`config.mk`:
```
export PLATFORM = sky130hd
export DESIGN_NAME = pdm_capture_ctrl
export DESIGN_NICKNAME = d
export VERILOG_FILES = /design/src/rtl/pdm_capture_pkg.sv /design/src/rtl/pdm_word_packer.sv /design/src/rtl/pdm_capture_ctrl.sv
export SDC_FILE = /design/constraint.sdc
export NUM_CORES = 1
export LEC_CHECK = 0
export BUFFER_PORTS_ARGS = -buffer_cell sky130_fd_sc_hd__buf_4
export CORE_ASPECT_RATIO = 0.7
export CORE_MARGIN = 1
export CORE_UTILIZATION = 55
export DETAILED_ROUTE_END_ITERATION = 10
export PLACE_DENSITY = 0.74
export SYNTH_ARGS = -nofsm -noshare
export SYNTH_HDL_FRONTEND = slang
export SYNTH_SLANG_ARGS = --single-unit
export TNS_END_PERCENT = 5
```
`constraint.sdc`:
```
create_clock -name clock -period 3.2 [get_ports clock]
set_input_delay 0 -clock clock [delete_from_list [all_inputs] [get_ports clock]]
set_output_delay 0 -clock clock [all_outputs]
set_load 0.05 [all_outputs]
```
`src/rtl/pdm_capture_pkg.sv`:
```
// pdm_capture_pkg: capture FSM state encoding and default geometry shared by the PDM capture block.
package pdm_capture_pkg;
    typedef enum logic [1:0] {IDLE, SETTLE, CAPTURE, DONE} cap_state_t;
    localparam int DEF_CLK_DIV = 100;
    localparam int DEF_WORD_W  = 16;
endpackage

```
`src/rtl/pdm_word_packer.sv`:
```
// pdm_word_packer: shifts PDM bits MSB-first into a word and flags each completed word for one cycle.
module pdm_word_packer
    import pdm_capture_pkg::*;
#(
    parameter int WORD_W = DEF_WORD_W
) (
    input  logic              clock,
    input  logic              reset_n,
    input  logic              clr,
    input  logic              sample_tick,
    input  logic              data_in,
    output logic              word_valid,
    output logic [WORD_W-1:0] word
);
    localparam int BW = $clog2(WORD_W);
    localparam logic [BW-1:0] B_LAST = BW'(WORD_W - 1);
    logic [WORD_W-1:0] r_sh, r_word, w_sh;
    logic [BW-1:0]     r_bit;
    logic              r_valid, w_last;
    assign w_sh       = {r_sh[WORD_W-2:0], data_in};
    assign w_last     = sample_tick && r_bit == B_LAST;
    assign word_valid = r_valid;
    assign word       = r_word;
    // clr drops a partial word but keeps the last completed word visible
    always_ff @(posedge clock or negedge reset_n) begin
        if (!reset_n) begin
            r_sh    <= '0;
            r_word  <= '0;
            r_bit   <= '0;
            r_valid <= 1'b0;
        end else if (clr) begin
            r_sh    <= '0;
            r_bit   <= '0;
            r_valid <= 1'b0;
        end else begin
            r_valid <= w_last;
            if (sample_tick) begin
                r_sh  <= w_sh;
                r_bit <= w_last ? '0 : r_bit + 1'b1;
            end
            if (w_last) r_word <= w_sh;
        end
    end
endmodule

```
`src/rtl/pdm_capture_ctrl.sv`:
```
// pdm_capture_ctrl: drives the PDM mic clock, discards wake-up samples and writes packed words to RAM.
// Define REC_LOOP_EN to record into a circular buffer instead of stopping in DONE when full.
module pdm_capture_ctrl #(
    parameter int CLK_DIV   = pdm_capture_pkg::DEF_CLK_DIV,
    parameter int WORD_W    = pdm_capture_pkg::DEF_WORD_W,
    parameter int ADDR_W    = 14,
    parameter int MAX_WORDS = 16384,
    parameter int SETTLE    = 32
) (
    input  logic              clock,
    input  logic              reset_n,
    input  logic              start,
    input  logic              stop,
    input  logic              pdm_data_i,
    output logic              pdm_clk_o,
    output logic              pdm_lrsel_o,
    output logic              mem_we,
    output logic [ADDR_W-1:0] mem_addr,
    output logic [WORD_W-1:0] mem_wdata,
    output logic              busy,
    output logic              full,
    output logic [ADDR_W:0]   word_count
);
    import pdm_capture_pkg::cap_state_t;
    import pdm_capture_pkg::IDLE;
    import pdm_capture_pkg::CAPTURE;
    import pdm_capture_pkg::DONE;
    localparam cap_state_t S_SETTLE = pdm_capture_pkg::SETTLE;
    localparam int DW = $clog2(CLK_DIV);
    localparam int SW = $clog2(SETTLE + 1);
    localparam int CW = ADDR_W + 1;
    localparam logic [DW-1:0] D_LAST = DW'(CLK_DIV - 1);
    localparam logic [DW-1:0] D_TICK = DW'(CLK_DIV / 2 - 1);
    localparam logic [SW-1:0] S_LAST = SW'(SETTLE - 1);
    cap_state_t        r_state, w_nxt;
    logic [DW-1:0]     r_div, w_div_nxt;
    logic [SW-1:0]     r_settle;
    logic [CW-1:0]     r_count, w_count_nxt;
    logic [ADDR_W-1:0] r_addr, w_addr_nxt;
    logic              r_pdm_clk, w_busy, w_run_nxt, w_tick, w_clear, w_we, w_done;
    assign w_busy    = r_state == S_SETTLE || r_state == CAPTURE;
    assign w_run_nxt = w_nxt == S_SETTLE || w_nxt == CAPTURE;
    assign w_tick    = w_busy && r_div == D_TICK;
    assign w_clear   = !w_busy && w_nxt == S_SETTLE;
    // divider restarts from 0 on every entry so the first mic period is full length
    assign w_div_nxt = (w_busy && w_run_nxt && r_div != D_LAST) ? r_div + 1'b1 : '0;
`ifdef REC_LOOP_EN
    localparam logic [CW-1:0]     C_MAX  = CW'(MAX_WORDS);
    localparam logic [ADDR_W-1:0] A_LAST = ADDR_W'(MAX_WORDS - 1);
    logic w_wrap;
    assign w_wrap      = w_we && r_addr == A_LAST;
    assign full        = w_wrap;
    assign w_count_nxt = r_count == C_MAX ? r_count : r_count + 1'b1;
    assign w_addr_nxt  = w_wrap ? '0 : r_addr + 1'b1;
    assign w_done      = 1'b0;
`else
    localparam logic [CW-1:0] C_LAST = CW'(MAX_WORDS - 1);
    assign full        = r_state == DONE;
    assign w_count_nxt = r_count + 1'b1;
    assign w_addr_nxt  = r_addr + 1'b1;
    assign w_done      = w_we && r_count == C_LAST;
`endif
    always_comb begin
        w_nxt = r_state;
        case (r_state)
            IDLE:     w_nxt = (start && !stop) ? S_SETTLE : IDLE;
            S_SETTLE: w_nxt = stop ? IDLE : (w_tick && r_settle == S_LAST) ? CAPTURE : S_SETTLE;
            CAPTURE:  w_nxt = stop ? IDLE : w_done ? DONE : CAPTURE;
            default:  w_nxt = stop ? IDLE : start ? S_SETTLE : DONE;
        endcase
    end
    always_ff @(posedge clock or negedge reset_n) begin
        if (!reset_n) begin
            r_state   <= IDLE;
            r_div     <= '0;
            r_pdm_clk <= 1'b0;
            r_settle  <= '0;
            r_count   <= '0;
            r_addr    <= '0;
        end else begin
            r_state   <= w_nxt;
            r_div     <= w_div_nxt;
            r_pdm_clk <= w_run_nxt && w_div_nxt <= D_TICK;
            if (w_clear) begin
                r_settle <= '0;
                r_count  <= '0;
                r_addr   <= '0;
            end else begin
                if (w_tick && r_state == S_SETTLE) r_settle <= r_settle + 1'b1;
                if (w_we) begin
                    r_count <= w_count_nxt;
                    r_addr  <= w_addr_nxt;
                end
            end
        end
    end
    // stop on the completing tick clears the packer so that word is never written
    pdm_word_packer #(.WORD_W(WORD_W)) u_packer (
        .clock       (clock),
        .reset_n     (reset_n),
        .clr         (r_state != CAPTURE || stop),
        .sample_tick (w_tick),
        .data_in     (pdm_data_i),
        .word_valid  (w_we),
        .word        (mem_wdata)
    );
    assign pdm_clk_o   = r_pdm_clk;
    assign pdm_lrsel_o = 1'b0;
    assign mem_we      = w_we;
    assign mem_addr    = r_addr;
    assign busy        = w_busy;
    assign word_count  = r_count;
endmodule

```
# --- Word level (Yosys, flattened, before mapping) ---
# Cells that the tools add are included.
word_totals:
  regBits: 81
  elab_cells: 69
  inputBits: 5
  out_inout_bits: 50
op_classes:
  mux: 21
  order_cmp: 1
  add_sub_neg: 5
  n_eq_ne: 11
  n_bitwise: 1
  reduce_logical: 20
ops:
  columns: ["op", "n"]
  rows:
  - ["$mux W15", 4]
  - ["$mux W14", 2]
  - ["$add A15 B1 Y15 const B", 1]
  - ["$eq A15 B14 Y1 const B", 1]
  - ["$add A14 B1 Y14 const B", 1]
  - ["$mux W4", 3]
  - ["$mux W6", 2]
  - ["$logic_and A1 B1 Y1", 10]
  - ["$mux W2", 5]
  - ["$add A7 B1 Y7 const B", 1]
  - ["$eq A7 B6 Y1 const B", 1]
  - ["$le A7 B6 Y1 const B", 1]
  - ["$mux W7", 1]
  - ["$ne A7 B7 Y1 const B", 1]
  - ["$add A6 B1 Y6 const B", 1]
  - ["$eq A2 B2 Y1 const B", 3]
  - ["$eq A6 B5 Y1 const B", 1]
  - ["$pmux W2 S3", 1]
  - ["$reduce_bool A2 Y1", 3]
  - ["$add A4 B1 Y4 const B", 1]
  - ["$eq A2 B1 Y1 const B", 2]
  - ["$eq A4 B4 Y1 const B", 1]
  - ["$logic_or A1 B1 Y1", 3]
  - ["$mux W1", 3]
  - ["5 further kinds", 6]

# --- Logic depth before layout (Yosys ltp) ---
# Gate-level depths: netlist of run 1.
depth:
  depth_word: 14
  mapped_depth: 12
  mapped_depth_nobuf: 11

# --- Hierarchy ---
# A second synthesis of run 1 with hierarchy kept.
unflattened:
  hier_cells: 345
  area_unflattened_um2: 3807.4
modules_own_cells:
  columns: ["mod", "area_per_inst_um2", "seq_area_each_um2", "n_inst", "cells_per_inst"]
  rows:
  - ["pdm_capture_ctrl", 2379.8, 1126.1, 1, 241]
  - ["pdm_word_packer", 1427.6, 900.9, 1, 104]

# --- Worst setup path after synthesis of run 1 ---
# No wires, ideal clock.
synth_path:
  kind: "register to register"
  from: "register r_state[0]"
  to: "register r_pdm_clk, in the netlist pdm_clk_o"
  path_stages_with_launch: 13
  n_path_buf: 1
  arrival_time_ps: 2882
  synth_period_minus_slack_ps: 3016
  setup_ps: 134
  slack_ps: 184
  required_ps: 3066
  cell_sequence: "dfrtp_1 inv_1 ha_1 and4b_1 clkbuf_2 nand4_1 o21a_1 a211o_1 ha_1 nand2b_1 a41o_1 a21oi_1 a311oi_1"
synth_between:
  elab_chain_len: 14
  word_cells_on_any_way: 17
  cone_classes: "1 x order compare; 4 x eq/ne; 4 x mux; 8 x reduce/logical"
synth_lines:
  columns: ["element", "line_no", "text"]
  rows:
  - ["from (decl)", "pdm_capture_ctrl.sv:35", "cap_state_t r_state, w_nxt;"]
  - ["from (signal assigned)", "pdm_capture_ctrl.sv:81", "r_state <= w_nxt;"]
  - ["$eq A2 B1 Y1 / $eq A2 B2 Y1 (equally long branches)", "pdm_capture_ctrl.sv:41", "assign w_busy = r_state == S_SETTLE || r_state == CAPTURE;"]
  - ["$logic_or A1 B1 Y1 *", "pdm_capture_ctrl.sv:41", null]
  - ["net busy", "pdm_capture_ctrl.sv:20", "output logic busy,"]
  - ["$logic_and A1 B1 Y1", "pdm_capture_ctrl.sv:43", "assign w_tick = w_busy && r_div == D_TICK;"]
  - ["$logic_and A1 B1 Y1", "pdm_capture_ctrl.sv:67", "S_SETTLE: w_nxt = stop ? IDLE : (w_tick && r_settle == S_LAST) ? CAPTURE : S_SETTLE;"]
  - ["$mux W2 (2 in a row)", "pdm_capture_ctrl.sv:67", null]
  - ["$pmux W2 S3", "pdm_capture_ctrl.sv:65", "case (r_state)"]
  - ["$eq A2 B1 Y1 / $eq A2 B2 Y1 (equally long branches)", "pdm_capture_ctrl.sv:42", "assign w_run_nxt = w_nxt == S_SETTLE || w_nxt == CAPTURE;"]
  - ["$logic_or A1 B1 Y1", "pdm_capture_ctrl.sv:42", null]
  - ["$logic_and A1 B1 Y1 * (2 in a row)", "pdm_capture_ctrl.sv:46", "assign w_div_nxt = (w_busy && w_run_nxt && r_div != D_LAST) ? r_div + 1'b1 : '0;"]
  - ["$mux W7 *", "pdm_capture_ctrl.sv:46", null]
  - ["net w_div_nxt[6]", "pdm_capture_ctrl.sv:36", "logic [DW-1:0] r_div, w_div_nxt;"]
  - ["$le A7 B6 Y1 *", "pdm_capture_ctrl.sv:83", "r_pdm_clk <= w_run_nxt && w_div_nxt <= D_TICK;"]
  - ["$logic_and A1 B1 Y1 *", "pdm_capture_ctrl.sv:83", null]
  - ["to (signal assigned)", "pdm_capture_ctrl.sv:76", "r_pdm_clk <= 1'b0;"]
  - ["to (signal assigned)", "pdm_capture_ctrl.sv:83", null]
  - ["to (decl)", "pdm_capture_ctrl.sv:40", "logic r_pdm_clk, w_busy, w_run_nxt, w_tick, w_clear, w_we, w_done;"]
# Mark *: on every way through the listed nets, which the timed path passes. The rest lies on a longest branch.
# A chain may end at the register's enable or synchronous reset.

# --- Final worst setup path of run 1 ---
layout_path:
  from: "register r_state[1]"
  to: "register r_pdm_clk, in the netlist pdm_clk_o"
layout_between:
  elab_chain_len: 14
  word_cells_on_any_way: 17
  cone_classes: "1 x order compare; 4 x eq/ne; 4 x mux; 8 x reduce/logical"
layout_lines:
  columns: ["element", "line_no"]
  rows:
  - ["$eq A2 B1 Y1 / $eq A2 B2 Y1 (equally long branches)", "pdm_capture_ctrl.sv:41, pdm_capture_ctrl.sv:65"]
  - ["$logic_or A1 B1 Y1", "pdm_capture_ctrl.sv:41"]
  - ["$logic_and A1 B1 Y1", "pdm_capture_ctrl.sv:43"]
  - ["$logic_and A1 B1 Y1", "pdm_capture_ctrl.sv:67"]
  - ["$mux W2 (2 in a row)", "pdm_capture_ctrl.sv:67"]
  - ["$pmux W2 S3 *", "pdm_capture_ctrl.sv:65"]
  - ["net w_nxt[0]", "pdm_capture_ctrl.sv:35"]
  - ["$eq A2 B1 Y1 / $eq A2 B2 Y1 (equally long branches)", "pdm_capture_ctrl.sv:42"]
  - ["$logic_or A1 B1 Y1 *", "pdm_capture_ctrl.sv:42"]
  - ["$logic_and A1 B1 Y1 * (2 in a row)", "pdm_capture_ctrl.sv:46"]
  - ["$mux W7 *", "pdm_capture_ctrl.sv:46"]
  - ["net w_div_nxt[6]", "pdm_capture_ctrl.sv:36"]
  - ["$le A7 B6 Y1 *", "pdm_capture_ctrl.sv:83"]
  - ["$logic_and A1 B1 Y1 *", "pdm_capture_ctrl.sv:83"]
# Marks and branches as above.

==> results of run 1 <==
[area by class of cell]
class / count / area [um^2]
clock buffers: 10 / 128
clock inverters: 6 / 92.6
fillers: 513 / 1910
inverters: 9 / 33.8
multi-input cells: 258 / 1640
flip-flops and latches: 81 / 2030
well taps: 91 / 114
repair buffers: 63 / 483
[report_power, final]
part	switching (uW)	internal [uW]
Clock	362	442
Sequential	2.34	1030
Combinational	55.0	20.6
[per-layer routing]
| metal | routed length, um | up-vias |
|---|---|---|
| met5 | 0 | - |
| met4 | 25 | 0 |
| met3 | 339 | 2 |
| met2 | 3370 | 77 |
| met1 | 3570 | 1371 |
| li1 | - | 1380 |
[cells in the mapped netlist, types with 2 or more instances]
cell type / number
dfrtp_1: 81
o31ai_1: 4
ha_1: 11
a21oi_1: 31
nor2_1: 34
buf_6: 3
buf_2: 3
or3_1: 7
nor3_1: 3
and4_1: 4
nand3b_1: 2
nand4_1: 14
xor2_1: 15
nor4_1: 3
nor2b_1: 2
or4_1: 3
inv_1: 9
and2_1: 4
and3_1: 4
xnor2_1: 13
nand3_1: 15
mux2i_1: 2
clkbuf_1: 7
mux2_2: 16
o21ai_0: 8
nand2b_1: 4
nand2_1: 45
[worst max path at each step]
stage	from	to	slack, ns	cells after the start
3_5_place_dp	r_state[1]	pdm_clk_o	0.26	11
6_report	r_state[1]	pdm_clk_o	0.21	11
5_1_grt	r_state[1]	pdm_clk_o	0.01	11
4_1_cts	r_state[1]	pdm_clk_o	0.25	11
3_3_place_gp	r_state[0]	pdm_clk_o	0.40	11
2_1_floorplan	r_state[0]	pdm_clk_o	0.18	12
[flip-flops by register name (all words and copies together) (netlist names)]
signal and flops:
u_packer.word 16, u_packer.r_bit 4, pdm_clk_o 1, u_packer.r_sh 15, r_state 2, word_count 15, u_packer.word_valid 1, mem_addr 14
r_div 7, r_settle 6
[cell families (layout without fill, tap and decap cells)]
family,count (synthesis),after routing,synth area share (%)
buf+inv,25,88,3.30
flops,81,81,53.5
fa+ha+maj,11,11,3.63
xor+xnor,28,28,6.47
other cells,1,1,0.0990
simple gates,148,148,19.7
compound gates,52,52,7.96
mux,18,18,5.28
[cells in the final DEF (no fill, tap or decap), drive strengths merged, types with 3 or more instances in the layout]
master / n
xor2: 15
ha: 11
buf: 59
nor2: 34
dfrtp: 81
and2: 4
nand2b: 4
mux2: 16
and4: 4
clkbuf: 10
o31ai: 4
inv: 9
or3: 7
nand2: 46
o21ai: 8
nand3: 15
dlygate4sd3: 4
xnor2: 13
or4: 3
nand4: 14
and3: 4
a21oi: 31
nor3: 4
nor4: 3
[metrics by stage]
step                      total power, uW  hold WS (ns)  worst slack (ns)  std cells  area [um^2]
after floorplan                      1080        -0.296             0.184        364         3790
after global placement               1120         0.197             0.396        498         4260
after detailed placement             1120         0.194             0.257        498         4260
after CTS                            1930        0.0939             0.255        518         4520
after global routing                 1970         0.115            0.0130        518         4520
final                                1910         0.106             0.205        518         4520
[critical path, delay by kind of cell, from the launching register on]
kind                       cells  cell delay, ns
adders and majority gates      2            0.70
DFF                            1            0.39
buffers and inverters          1            0.09
and+or+nand+nor                3            0.67
AOI/OAI and AO/OA              5            1.01
==> results.txt, run 1 <==
----------------------------------------------------
[Outcome]
  Status ... finished, final reports clean

[Routing]
  Drt wl/cell ... 14.1 um
  Initial DRC count ... 169
  Number of vias per cell after detailed routing ... 5.46
  Vias after detailed routing ... 2830
  Drt pass-1 iters ... 4
  Remaining routing DRC violations ... 0
  Wire length reported by the detailed router ... 7.31 mm
  Number of nets still failing antenna checks after routing ... 0

[Setup path]
  Cell with the biggest individual delay on the critical path ... dfrtp_1
  R2R Path Start ... r_state[1]
  Crit Path Max Fanout ... 7
  Crit-path cells ... inv_1 -> ha_1 -> and4b_1 -> nand4_1 -> a221oi_1 -> a21oi_1 -> ha_1 -> nand2b_1 -> a41o_1 -> a21oi_1 -> a311oi_1
  Category of the worst setup path capture point ... flop
  Worst R2R End ... pdm_clk_o
  Number of cells on the worst reg-to-reg path ... 11
  Startpoint type of the worst setup path ... flop
  Type of the setup path with the least slack ... flop to flop
  Arrival time reported for the critical path endpoint ... 3.21 ns
  Worst EP required ... 3.41 ns
  Max incr delay on CP ... 0.39 ns
  FF-to-FF setup slack ... 0.21 ns

[Placement]
  GP Congestion ... 0.859
  Sum of net half-perimeters after detailed placement ... 5.03 mm
  Buffers on Ports ... 53

[GRT]
  All-Layer GR Usage ... 22.0%
  Number of antenna violations at the first check in global routing ... 0
  Wire length of the first global-routing pass ... 12.4 mm
  Grt total ovfl ... 0
  Via count of the first global-routing pass ... 2593
  GR met1 Demand/Resource ... 31.5%
  GR Util met2 ... 34.3%
  Routing usage on met3 ... 5.56%
  Most heavily used metal layer in global routing ... met2
  Pin count of the biggest net entering global routing ... 82

[Final layout]
  Layout Area Growth over Synthesis ... 19.2%
  Final nets ... 438
  Share of layout cells above drive strength 1 ... 22.2%
  Util after Layout ... 70.3%
  Count of inserted antenna diode cells ... 0

[STA]
  Tmin final ... 2.99 ns
  Pins Over Slew Limit ... 0
  Fin. Hold Viols ... 0
  Highest attainable clock frequency ... 334 MHz
  Total negative slack ... 0 ns
  Worst clock skew on the final layout ... 0.00903 ns
  Normalized max-slew margin ... 33.9%
  Slew at the pin closest to its max-slew limit ... 0.991 ns
  Final Setup Violations ... 0
  Final period util ... 93.6%
  Setup repair after global routing missed its margin ... no

[Yosys]
  Gate Count Post-Synth ... 364
  Largest area contributor in the netlist ... dfrtp_1
  Most area-consuming cells after synthesis ... dfrtp_1 (54%), mux2_2 (4.8%), nand2_1 (4.5%), a21oi_1 (4.1%), ha_1 (3.6%)
  Count of unique library cells instantiated by Yosys ... 44
  #FFs+latches synth ... 81
  Total standard cell area after synthesis ... 3790 um^2
  Number of nets in the synthesized netlist ... 380
  YS warnings ... 0
  Proportion of netlist area held by the largest area contributor ... 53.5%
  Syn_area_per_cell ... 10.4 um^2
  Flip-flop cell with the highest count after synthesis ... dfrtp_1
  Post-synth EDFFs ... 0
  Synth async-reset ratio ... 100%
  Sequential fraction of the synthesis area ... 53.5%

[Clock network]
  Post CTS Setup Buffer Count ... 0
  Worst-path clk slew ... 0.08 ns
  Depth of the CTS H-tree ... 3
  Number of buffers inserted by hold repair at cts ... 4
  Clock latency on the worst-skew pair ... 0.33 ns
  Maximum buffer depth of the clock tree ... 2
  CTS resizes ... 0
  Clock tree from TritonCTS ... built
  Total clock sinks ... 81
  Clock buffer count from CTS ... 9
  Root buffer cell ... clkbuf_8

[Die]
  Standard cell core area ... 6430 um^2
  Vert. Die Dim ... 71.4 um
  Horizontal extent of the die ... 101 um
  Core Rows ... 24
  Die area ... 7230 um^2
  Total I/O pin count ... 55
  Effective utilization at floorplan ... 59.0%

[Min path]
  Number of cells on the worst hold path ... 4
  Startpoint of the worst hold path ... start
  Endpoint of the worst hold-timing path ... pdm_clk_o
  Tightest Hold Check Type ... primary input to flop

[Power and ir drop]
  Static Leak ... 0.00211 uW
  Peak supply drop ... 0.000272 V
  Power per Cell Area ... 422 nW/um^2

[Job]
  Maximum Capacitance Violations ... 0

----------------------------------------------------
(Power assumes the default switching activity.)
==> run 2: changes to the inputs <==
--- a/config.mk
+++ b/config.mk
@@ -7,7 +7,7 @@
 export LEC_CHECK = 0
 export BUFFER_PORTS_ARGS = -buffer_cell sky130_fd_sc_hd__buf_4
 export CORE_ASPECT_RATIO = 0.7
-export CORE_MARGIN = 1
+export CORE_MARGIN = 5
 export CORE_UTILIZATION = 55
 export DETAILED_ROUTE_END_ITERATION = 10
 export PLACE_DENSITY = 0.74
==> results.txt, run 2 (synthesized netlist as in run 1, its figures left out) <==
----------------------------------------------------
[STA]
  Pins Over Slew Limit ... 0 (unchanged)
  Total negative slack ... 0 ns (unchanged)
  Setup repair after global routing missed its margin ... no (unchanged)
  Fin. Hold Viols ... 0 (unchanged)
  Final Setup Violations ... 0 (unchanged)
  Final period util ... 88.1% (was 93.6%)
  Slew at the pin closest to its max-slew limit ... 0.994 ns (was 0.991 ns)
  Tmin final ... 2.82 ns (was 2.99 ns)
  Worst clock skew on the final layout ... 0.0166 ns (was 0.00903 ns)
  Normalized max-slew margin ... 33.7% (was 33.9%)
  Highest attainable clock frequency ... 355 MHz (was 334 MHz)

[Final layout]
  Count of inserted antenna diode cells ... 0 (unchanged)
  Most common cell after layout, fill and taps aside ... dfrtp_1 (unchanged)
  Number of flip-flops under the largest register name ... 16 (unchanged)
  Share of layout cells above drive strength 1 ... 23.0% (was 22.2%)
  Final nets ... 441 (was 438)
  Area of all placed cells without fillers ... 4530 um^2 (was 4520 um^2)
  Most frequent cells in the layout ... dfrtp_1 (81), buf_4 (62), nand2_1 (45), nor2_1 (34), a21oi_1 (31) (was dfrtp_1 (81), buf_4 (59), nand2_1 (45), nor2_1 (34), a21oi_1 (31))
  Layout Area Growth over Synthesis ... 19.5% (was 19.2%)
  Fill cells ... 544 (was 513)

[Die]
  Horizontal extent of the die ... 109 um (was 101 um)
  Vert. Die Dim ... 79.4 um (was 71.4 um)
  Die area ... 8670 um^2 (was 7230 um^2)
  Total I/O pin count ... 55 (unchanged)
  Effective utilization at floorplan ... 56.3% (was 59.0%)
  Core Rows ... 25 (was 24)
  Standard cell core area ... 6730 um^2 (was 6430 um^2)

[GRT]
  Wire length of the first global-routing pass ... 13.3 mm (was 12.4 mm)
  All-Layer GR Usage ... 19.8% (was 22.0%)
  Pin count of the biggest net entering global routing ... 82 (unchanged)
  Via count of the first global-routing pass ... 2787 (was 2593)
  Number of antenna violations at the first check in global routing ... 0 (unchanged)
  Grt total ovfl ... 0 (unchanged)

[Setup path]
  Startpoint type of the worst setup path ... flop (unchanged)
  Worst EP required ... 3.43 ns (was 3.41 ns)
  Crit Path Max Fanout ... 7 (unchanged)
  Type of the setup path with the least slack ... flop to flop (unchanged)
  Category of the worst setup path capture point ... flop (unchanged)
  Arrival time reported for the critical path endpoint ... 3.04 ns (was 3.21 ns)

[Clock network]
  Maximum buffer depth of the clock tree ... 2 (unchanged)
  Worst-path clk slew ... 0.08 ns (about the same)
  Clock buffer count from CTS ... 9 (unchanged)
  Clock latency on the worst-skew pair ... 0.36 ns (was 0.33 ns)
  Depth of the CTS H-tree ... 3 (unchanged)
  Total clock sinks ... 81 (unchanged)
  Clock tree from TritonCTS ... built (unchanged)
  Post CTS Setup Buffer Count ... 0 (unchanged)
  Root buffer cell ... clkbuf_8 (unchanged)

[Routing]
  Number of nets still failing antenna checks after routing ... 0 (unchanged)
  Remaining routing DRC violations ... 0 (unchanged)
  Drt wl/cell ... 14.9 um (was 14.1 um)
  Number of vias per cell after detailed routing ... 5.47 (was 5.46)
  Initial DRC count ... 135 (was 169)
  Drt pass-1 iters ... 4 (unchanged)
  Wire length reported by the detailed router ... 7.79 mm (was 7.31 mm)
  Vias after detailed routing ... 2865 (was 2830)

[Power and ir drop]
  Switching Power ... 430 uW (was 419 uW)
  Part of the total power dissipated in combinational logic ... 4.1% (was 4.0%)
  Peak supply drop ... 0.000255 V (was 0.000272 V)
  Switching power as a share of total power ... 23.1% (was 22.0%)
  Internal portion of total power ... 1430 uW (was 1490 uW)
  Static Leak ... 0.00212 uW (was 0.00211 uW)
  Power share of the sequential group ... 55.3% (was 53.9%)
  Clock network fraction of design power ... 40.6% (was 42.2%)
  Power per Cell Area ... 411 nW/um^2 (was 422 nW/um^2)

[Placement]
  Sum of net half-perimeters after detailed placement ... 5.42 mm (was 5.03 mm)
  Placed instance area ... 4280 um^2 (was 4260 um^2)
  GP Congestion ... 0.817 (was 0.859)
  Buffers on Ports ... 53 (unchanged)

[Min path]
  Tightest Hold Check Type ... primary input to flop (unchanged)

[Job]
  Maximum Capacitance Violations ... 0 (unchanged)

[Outcome]
  Status ... finished, final reports clean (unchanged)

----------------------------------------------------
==> run 2: cell type report <==
type                            instances  area, um^2  share of cell area [%]
Sequential cell                        81        2030                    44.8
Multi-Input combinational cell        258        1640                    36.2
Timing Repair Buffer                   66         505                    11.2
Clock buffer                           10         138                    3.04
Tap cell                               94         118                    2.60
Clock inverter                          6        65.1                    1.44
Inverter                                9        33.8                   0.746
==> run 2: metal layers <==
layer / vias up / global-route usage (%) / wire, um
met1: 1403 / 26.5 / 3530
met4: 0 / 5.11 / 78
met3: 8 / 7.52 / 511
met2: 69 / 30.5 / 3670
met5: - / 0 / 0
li1: 1385 / - / -
==> run 2: power groups by stage <==
| stage | combinational (uW) | sequential (uW) | clock, uW |
|---|---|---|---|
| after floorplan | 31.6 | 1050 | 0 |
| after global placement | 73.8 | 1050 | 0 |
| after detailed placement | 75.2 | 1050 | 0 |
| after CTS | 78.4 | 1030 | 778 |
| after global routing | 86.1 | 1030 | 830 |
| final | 76.1 | 1030 | 755 |
==> run 2: per-stage QoR <==
step / worst slack, ns / cells / utilization [%] / hold slack [ns] / total power [uW]
floorplan: 0.184 / 364 / - / -0.296 / 1080
global placement: 0.557 / 504 / 63.7 / 0.194 / 1120
detailed placement: 0.418 / 504 / 63.7 / 0.191 / 1120
CTS: 0.369 / 524 / 67.3 / 0.0483 / 1880
global route: 0.141 / 524 / 67.3 / 0.0592 / 1940
finish: 0.381 / 524 / 67.3 / 0.0701 / 1860
==> run 2: repair_timing <==
action,4_1_cts,5_1_grt
endpoints found under the setup margin,0,0
gates resized for setup,0,0
endpoints found under the hold margin,85,0
hold buffers,4,0
==> run 2: worst paths after layout <==
| kind | slack [ns] | startpoint | endpoint | depth (start not counted) |
|---|---|---|---|---|
| worst max-delay path | 0.38 | r_state[0] | pdm_clk_o | 11 |
| worst min-delay path | 0.07 | start | pdm_clk_o | 4 |
| worst max register to register | 0.38 | r_state[0] | pdm_clk_o | 11 |
| worst min register to register | 0.51 | u_packer.word[6] | u_packer.word[6] | 1 |
| max in group asynchronous | 2.20 | reset_n | r_settle[4] | 2 |
| min in group asynchronous | 0.34 | reset_n | word_count[13] | 2 |
==> run 2: critical path, cell delays in order, from the launching register on <==
cell and delay, ns:
dfrtp_1 0.38, inv_1 0.07, ha_1 0.38, and4b_1 0.25, nand4_1 0.14, a221oi_1 0.31, a21oi_1 0.14, ha_1 0.32
nand2b_1 0.15, a41o_1 0.29, a21oi_1 0.19, a311oi_1 0.08
